[config.mk]
export PLATFORM = sky130hd
export DESIGN_NAME = video_write_buffer
export DESIGN_NICKNAME = d
export VERILOG_FILES = /design/src/rtl/video_pkg.sv /design/src/rtl/video_fifo.sv /design/src/rtl/video_write_buffer.sv
export SDC_FILE = /design/constraint.sdc
export NUM_CORES = 1
export LEC_CHECK = 0
export ABC_AREA = 1
export CAP_MARGIN = 5
export CORE_MARGIN = 2
export CORE_UTILIZATION = 35
export CTS_BUF_LIST = sky130_fd_sc_hd__clkbuf_4
export CTS_CLUSTER_SIZE = 28
export DETAILED_ROUTE_END_ITERATION = 16
export GPL_TIMING_DRIVEN = 0
export HOLD_SLACK_MARGIN = 0.03
export SYNTH_ARGS = -nofsm -noshare
export SYNTH_HDL_FRONTEND = slang
export SYNTH_SLANG_ARGS = --single-unit
[constraint.sdc]
create_clock -name clk -period 5.32 [get_ports clk]
set_input_delay 1.33 -clock clk [delete_from_list [all_inputs] [get_ports clk]]
set_output_delay 1.33 -clock clk [all_outputs]
set_load 0.02 [all_outputs]
[src/rtl/video_pkg.sv]
// Shared types and constants for the video write buffer: FSM states and FIFO entry layout.
package video_pkg;

    localparam logic [31:0] VRAM_BASE  = 32'h0000_8000;
    localparam int unsigned VID_ADDR_W = 12;

    typedef enum logic [1:0] {
        StRun,
        StDrainPre,
        StClear
    } state_t;

    typedef struct packed {
        logic [VID_ADDR_W-1:0] idx;
        logic [31:0]           data;
    } entry_t;

endpackage

[src/rtl/video_fifo.sv]
// Synchronous FIFO of framebuffer writes with a port to rewrite the newest entry in place.
module video_fifo
    import video_pkg::*;
#(
    parameter int unsigned DEPTH = 8,
    localparam int unsigned PTR_W = $clog2(DEPTH),
    localparam int unsigned LVL_W = PTR_W + 1
) (
    input  logic             clk,
    input  logic             rst,
    input  logic             push,
    input  entry_t           push_data,
    input  logic             pop,
    input  logic             overwrite,
    input  logic [31:0]      overwrite_data,
    output entry_t           head,
    output entry_t           newest,
    output logic [LVL_W-1:0] level
);

    entry_t           mem [DEPTH];
    logic [PTR_W-1:0] wptr_q;
    logic [PTR_W-1:0] rptr_q;
    logic [PTR_W-1:0] last_ptr;

    // Pointers wrap naturally because DEPTH is a power of two.
    assign last_ptr = wptr_q - PTR_W'(1);
    assign head     = mem[rptr_q];
    assign newest   = mem[last_ptr];

    always_ff @(posedge clk) begin
        if (rst) begin
            wptr_q <= '0;
            rptr_q <= '0;
            level  <= '0;
        end else begin
            if (push) begin
                wptr_q <= wptr_q + PTR_W'(1);
            end
            if (pop) begin
                rptr_q <= rptr_q + PTR_W'(1);
            end
            if (push && !pop) begin
                level <= level + LVL_W'(1);
            end else if (!push && pop) begin
                level <= level - LVL_W'(1);
            end
        end
    end

    always_ff @(posedge clk) begin
        if (push) begin
            mem[wptr_q] <= push_data;
        end else if (overwrite) begin
            mem[last_ptr].data <= overwrite_data;
        end
    end

endmodule

[src/rtl/video_write_buffer.sv]
// Buffers core VRAM stores (address filter, write-combining) and drains them to the framebuffer,
// with a full-screen clear ordered after all stores buffered before the clear request.
module video_write_buffer #(
    parameter int unsigned DEPTH     = 8,
    parameter logic [31:0] VRAM_BASE = video_pkg::VRAM_BASE,
    parameter int unsigned FB_WORDS  = 4096,
    parameter int unsigned ADDR_W    = 12,
    localparam int unsigned LVL_W    = $clog2(DEPTH) + 1
) (
    input  logic              clk,
    input  logic              rst,
    input  logic [31:0]       video_addr,
    input  logic [31:0]       video_data,
    input  logic              video_we,
    input  logic              clear_req,
    input  logic [31:0]       clear_data,
    output logic              fb_valid,
    input  logic              fb_ready,
    output logic [ADDR_W-1:0] fb_addr,
    output logic [31:0]       fb_data,
    output logic [LVL_W-1:0]  fifo_level,
    output logic              busy,
    output logic              clear_done,
    output logic [15:0]       overflow_count,
    output logic [15:0]       oob_count
);

    import video_pkg::*;

    localparam logic [31:0]       FB_BYTES = 32'(FB_WORDS * 4);
    localparam logic [ADDR_W-1:0] LAST_IDX = ADDR_W'(FB_WORDS - 1);

    state_t            state_q;
    logic [LVL_W-1:0]  pre_cnt_q;
    logic [LVL_W-1:0]  pre_next;
    logic [ADDR_W-1:0] clr_idx_q;
    logic [31:0]       clr_data_q;

    logic [31:0]       offset;
    logic [ADDR_W-1:0] in_idx;
    logic              illegal;
    logic              legal;
    logic              fifo_valid;
    logic              drain_st;
    logic              pop;
    logic              combine;
    logic              push;
    logic              ovf_inc;
    logic              oob_inc;
    entry_t            push_entry;
    entry_t            head;
    entry_t            newest;

    assign offset     = video_addr - VRAM_BASE;
    assign illegal    = (video_addr < VRAM_BASE) || (video_addr[1:0] != 2'b00) ||
                        (offset >= FB_BYTES);
    assign legal      = video_we && !illegal;
    assign in_idx     = offset[ADDR_W+1:2];
    assign push_entry = '{idx: in_idx, data: video_data};

    assign fifo_valid = (fifo_level != '0);
    assign drain_st   = (state_q == StRun) || (state_q == StDrainPre);
    assign pop        = drain_st && fifo_valid && fb_ready;

    // A lone entry leaving this cycle can no longer absorb a merge.
    assign combine = legal && (state_q == StRun) && !clear_req && fifo_valid &&
                     (newest.idx == in_idx) && !((fifo_level == LVL_W'(1)) && pop);
    assign push    = legal && !combine && ((fifo_level < LVL_W'(DEPTH)) || pop);
    assign ovf_inc = legal && !combine && !push;
    assign oob_inc = video_we && illegal;

    assign pre_next = fifo_level - LVL_W'(pop);
    assign busy     = (state_q != StRun);

    video_fifo #(
        .DEPTH(DEPTH)
    ) u_fifo (
        .clk           (clk),
        .rst           (rst),
        .push          (push),
        .push_data     (push_entry),
        .pop           (pop),
        .overwrite     (combine),
        .overwrite_data(video_data),
        .head          (head),
        .newest        (newest),
        .level         (fifo_level)
    );

    always_comb begin
        fb_valid = 1'b0;
        fb_addr  = '0;
        fb_data  = '0;
        if (state_q == StClear) begin
            fb_valid = 1'b1;
            fb_addr  = clr_idx_q;
            fb_data  = clr_data_q;
        end else if (fifo_valid) begin
            fb_valid = 1'b1;
            fb_addr  = head.idx;
            fb_data  = head.data;
        end
    end

    always_ff @(posedge clk) begin
        if (rst) begin
            state_q    <= StRun;
            pre_cnt_q  <= '0;
            clr_idx_q  <= '0;
            clr_data_q <= '0;
            clear_done <= 1'b0;
        end else begin
            clear_done <= 1'b0;
            unique case (state_q)
                StRun: begin
                    if (clear_req) begin
                        clr_data_q <= clear_data;
                        clr_idx_q  <= '0;
                        pre_cnt_q  <= pre_next;
                        state_q    <= (pre_next == '0) ? StClear : StDrainPre;
                    end
                end
                StDrainPre: begin
                    if (pop) begin
                        pre_cnt_q <= pre_cnt_q - LVL_W'(1);
                        if (pre_cnt_q == LVL_W'(1)) begin
                            state_q <= StClear;
                        end
                    end
                end
                StClear: begin
                    if (fb_ready) begin
                        if (clr_idx_q == LAST_IDX) begin
                            state_q    <= StRun;
                            clear_done <= 1'b1;
                        end else begin
                            clr_idx_q <= clr_idx_q + ADDR_W'(1);
                        end
                    end
                end
                default: state_q <= StRun;
            endcase
        end
    end

    always_ff @(posedge clk) begin
        if (rst) begin
            overflow_count <= '0;
            oob_count      <= '0;
        end else begin
            if (ovf_inc && (overflow_count != 16'hFFFF)) begin
                overflow_count <= overflow_count + 16'd1;
            end
            if (oob_inc && (oob_count != 16'hFFFF)) begin
                oob_count <= oob_count + 16'd1;
            end
        end
    end

endmodule

==> results.txt <==
Yosys warnings - 0
Final Hold Fails - 0
max incr delay on CP - 0.65 ns
Crit Path Max Fanout - 10
HP Class - flip-flop to flip-flop
Reg area - 12500 um^2
Avg Cell Area, Syn - 9.76 um^2
first-pass GRT wire length - 95.9 mm
cell chain of the critical path - inv_1 > nand2_1 > clkinv_2 > nor2_4 > clkbuf_2 > o211ai_1 > o21ai_0 > clkdlybuf4s50_1
Layout area overhead - 23.6%
hold_ws - 0.466 ns
CP max stage cell - clkdlybuf4s50_1
port buffer count - 182
register-to-register setup slack - 0.71 ns
Skew-Pair Late Insertion Delay - 0.92 ns
DR vias - 17100
CTS Buffer Depth - 3
top post-synthesis cells by area - edfxtp_1, dfxtp_1, o21ai_0
htree depth - 3
fillcell total - 5445
initial antenna violation count - 4
slew at the pin closest to its max-slew limit - 1.02 ns
Setup Viol. Count Final - 0
Synth top cells by count - edfxtp_1, nor2_1, nand2_1
routability cong. - 0.855
Worst EP arrival - 3.82 ns
Max Cap Viol - 0
Post-synth EDFFs - 352
cell with the most instances after synthesis - edfxtp_1
worst reg2reg endpoint - u_fifo.mem[7][25]
Worst-path clk slew - 0.06 ns
WP data required - 3.99 ns
RSZ-0062 raised after global routing - true
CTS Buf Count - 118
asr flop ratio synth - 0%
Core Util, Final - 44.0%
DR iter-0 viols - 1824
Unique masters post-synth - 47
Hold Path Depth - 2
synthesis-stage register bit count - 448
worst r2r src - u_fifo.wptr_q[0]
area of the multi-input gates - 6600 um^2
status - completed
# IOs - 184
clk root buf - clkbuf_4
drt pass-1 iters - 6
leak pwr - 8.94 nW
Initial Utilization - 35.6%
Routed Antenna Nets - 0
die area - 59500 um^2
CORE AREA - 56600 um^2
Final Slew Violations - 0
Cell Rows - 87
Clock Sinks - 448
Synth area leader - edfxtp_1
FF-to-FF path depth - 22
dpl hpwl - 44.0 mm
TritonCTS clock tree - done
CP Capture Type - output pin
Total Routing Usage GR - 21.1%
Max-slew headroom - 31.6%
largest net degree at the start of global routing - 19
maximum vdd drop - 0.000366 V
GRT overflow - 0
Seq/Total Area, Yosys - 62.0%
maximum clock rate - 194 MHz
Cells after Synth - 2063
Tot Pwr - 10.3 mW
Die Ht - 244 um
fin crit share - 96.9%
number of global-route vias before repair - 16500
top-area cell type share of the netlist area - 52.5%
Residual DRC - 0
syn_nets - 2179
predominant post-synthesis flop cell - edfxtp_1
Post-Route WL - 64.2 mm
Pwr Density - 412 nW/um^2
pre-CTS setup slack - 0.000452 ns
critical path class - flip-flop to output pin
Setup crit start kind - flip-flop
Setup crit end - fb_addr[7]
die width - 244 um
layout cells sized above 1 - 11.9%
Vias/cell - 5.27
clk_skew - 0.108 ns
average wire per standard cell - 19.8 um
min cycle time layout - 5.15 ns
critical path launch point - state_q[0]
Worst Setup Slack, final - 0.165 ns
mapped cell area - 20100 um^2
nets - 2495
state kept, by name (all words and copies together), names as in the netlist, named ones only:
register,cells
clr_idx_q,12
u_fifo.wptr_q,3
clear_done,1
overflow_count,16
clr_data_q,32
pre_cnt_q,4
state_q,2
oob_count,16
u_fifo.level,4
u_fifo.mem,352
u_fifo.rptr_q,3
per-stage QoR:
step           std cells  instance area, um^2  setup TNS, ns
6_report            3237                24900              0
5_1_grt             3237                24900       -0.00600
4_1_cts             3236                24900              0
3_5_place_dp        3016                23300              0
3_3_place_gp        3001                22900        -448.08
2_1_floorplan       2063                20100              0
power by group:
| group | switching (mW) | internal, mW | leakage [nW] |
|---|---|---|---|
| clock network | 1.48 | 1.60 | 0.936 |
| registers | 0.0940 | 3.89 | 3.95 |
| logic | 2.10 | 1.08 | 4.06 |
final cells by class:
class	instances	area share [%]
sequential	448	50.2
multi-input combinational	1324	26.5
timing repair buffer	197	8.54
clock buffer	180	5.43
tap	756	3.80
inverter	183	2.77
buffer	107	1.82
clock inverter	41	0.890
antenna	1	0.0101
critical path, delay by kind of cell (launching register included):
| kind | cells | cell delay [ns] |
|---|---|---|
| buffers and inverters | 4 | 1.46 |
| AOI/OAI and AO/OA | 2 | 0.47 |
| and+or+nand+nor | 2 | 0.64 |
| DFF | 1 | 0.37 |
placed cells by master (no fill, tap or decap), drive strengths merged:
cell type and instances:
or3b 1, a21oi 77, nand4 13, o21bai 1
buf 40, nand3b 9, clkinvlp 1, a221oi 1
nand3 131, inv 183, xnor2 3, and2 1
nand2 314, xor2 9, dfxtp 96, a32o 1
or2 5, ha 15, clkinv 39, nor3 17
edfxtp 352, bufinv 1, o31ai 2, o21a 1
o221ai 32, o22ai 34, diode 1, a211oi 4
nor2 322, o211ai 52, clkbuf 262, o211a 1
o21ai 270, nor4 1, clkdlybuf4s50 182, a31oi 7
worst min-delay path by stage:
stage / start / endpoint / slack (ns)
floorplan: u_fifo.rptr_q[2] / flip-flop / 0.43
global placement: u_fifo.rptr_q[2] / u_fifo.rptr_q[2] / 0.45
detailed placement: u_fifo.rptr_q[2] / u_fifo.rptr_q[2] / 0.45
CTS: u_fifo.rptr_q[2] / flip-flop / 0.47
global route: u_fifo.rptr_q[2] / u_fifo.rptr_q[2] / 0.50
finish: u_fifo.rptr_q[2] / u_fifo.rptr_q[2] / 0.47
cells by family (layout without fill, tap and decap cells):
group / Yosys count / count (layout) / synth area share (%)
other: 0 / 1 / 0
buffers and inverters: 291 / 708 / 5.59
AO/OA/AOI/OAI: 483 / 483 / 13.7
AND/OR/NAND/NOR: 814 / 814 / 17.1
flip-flops: 448 / 448 / 62.0
XOR/XNOR: 12 / 12 / 0.559
adder cells (fa/ha/maj): 15 / 15 / 0.932
timing repair:
| action | in CTS | in global routing |
|---|---|---|
| hold buffers | 0 | 0 |
| setup buffers | 0 | 0 |
| endpoints found under the setup margin | 44 | 17 |
| resized for setup | 14 | 8 |
| pin swaps | 0 | 1 |
| hold endpoints to repair | 0 | 0 |
metal layers:
layer	vias up	GRT usage (%)	wire length, um
met1	8102	27.5	26700
met2	895	33.7	29500
met4	6	9.18	2050
met3	155	4.80	5990
met5	-	0	30
li1	7913	-	-
Power figures use the tool's default switching activity.
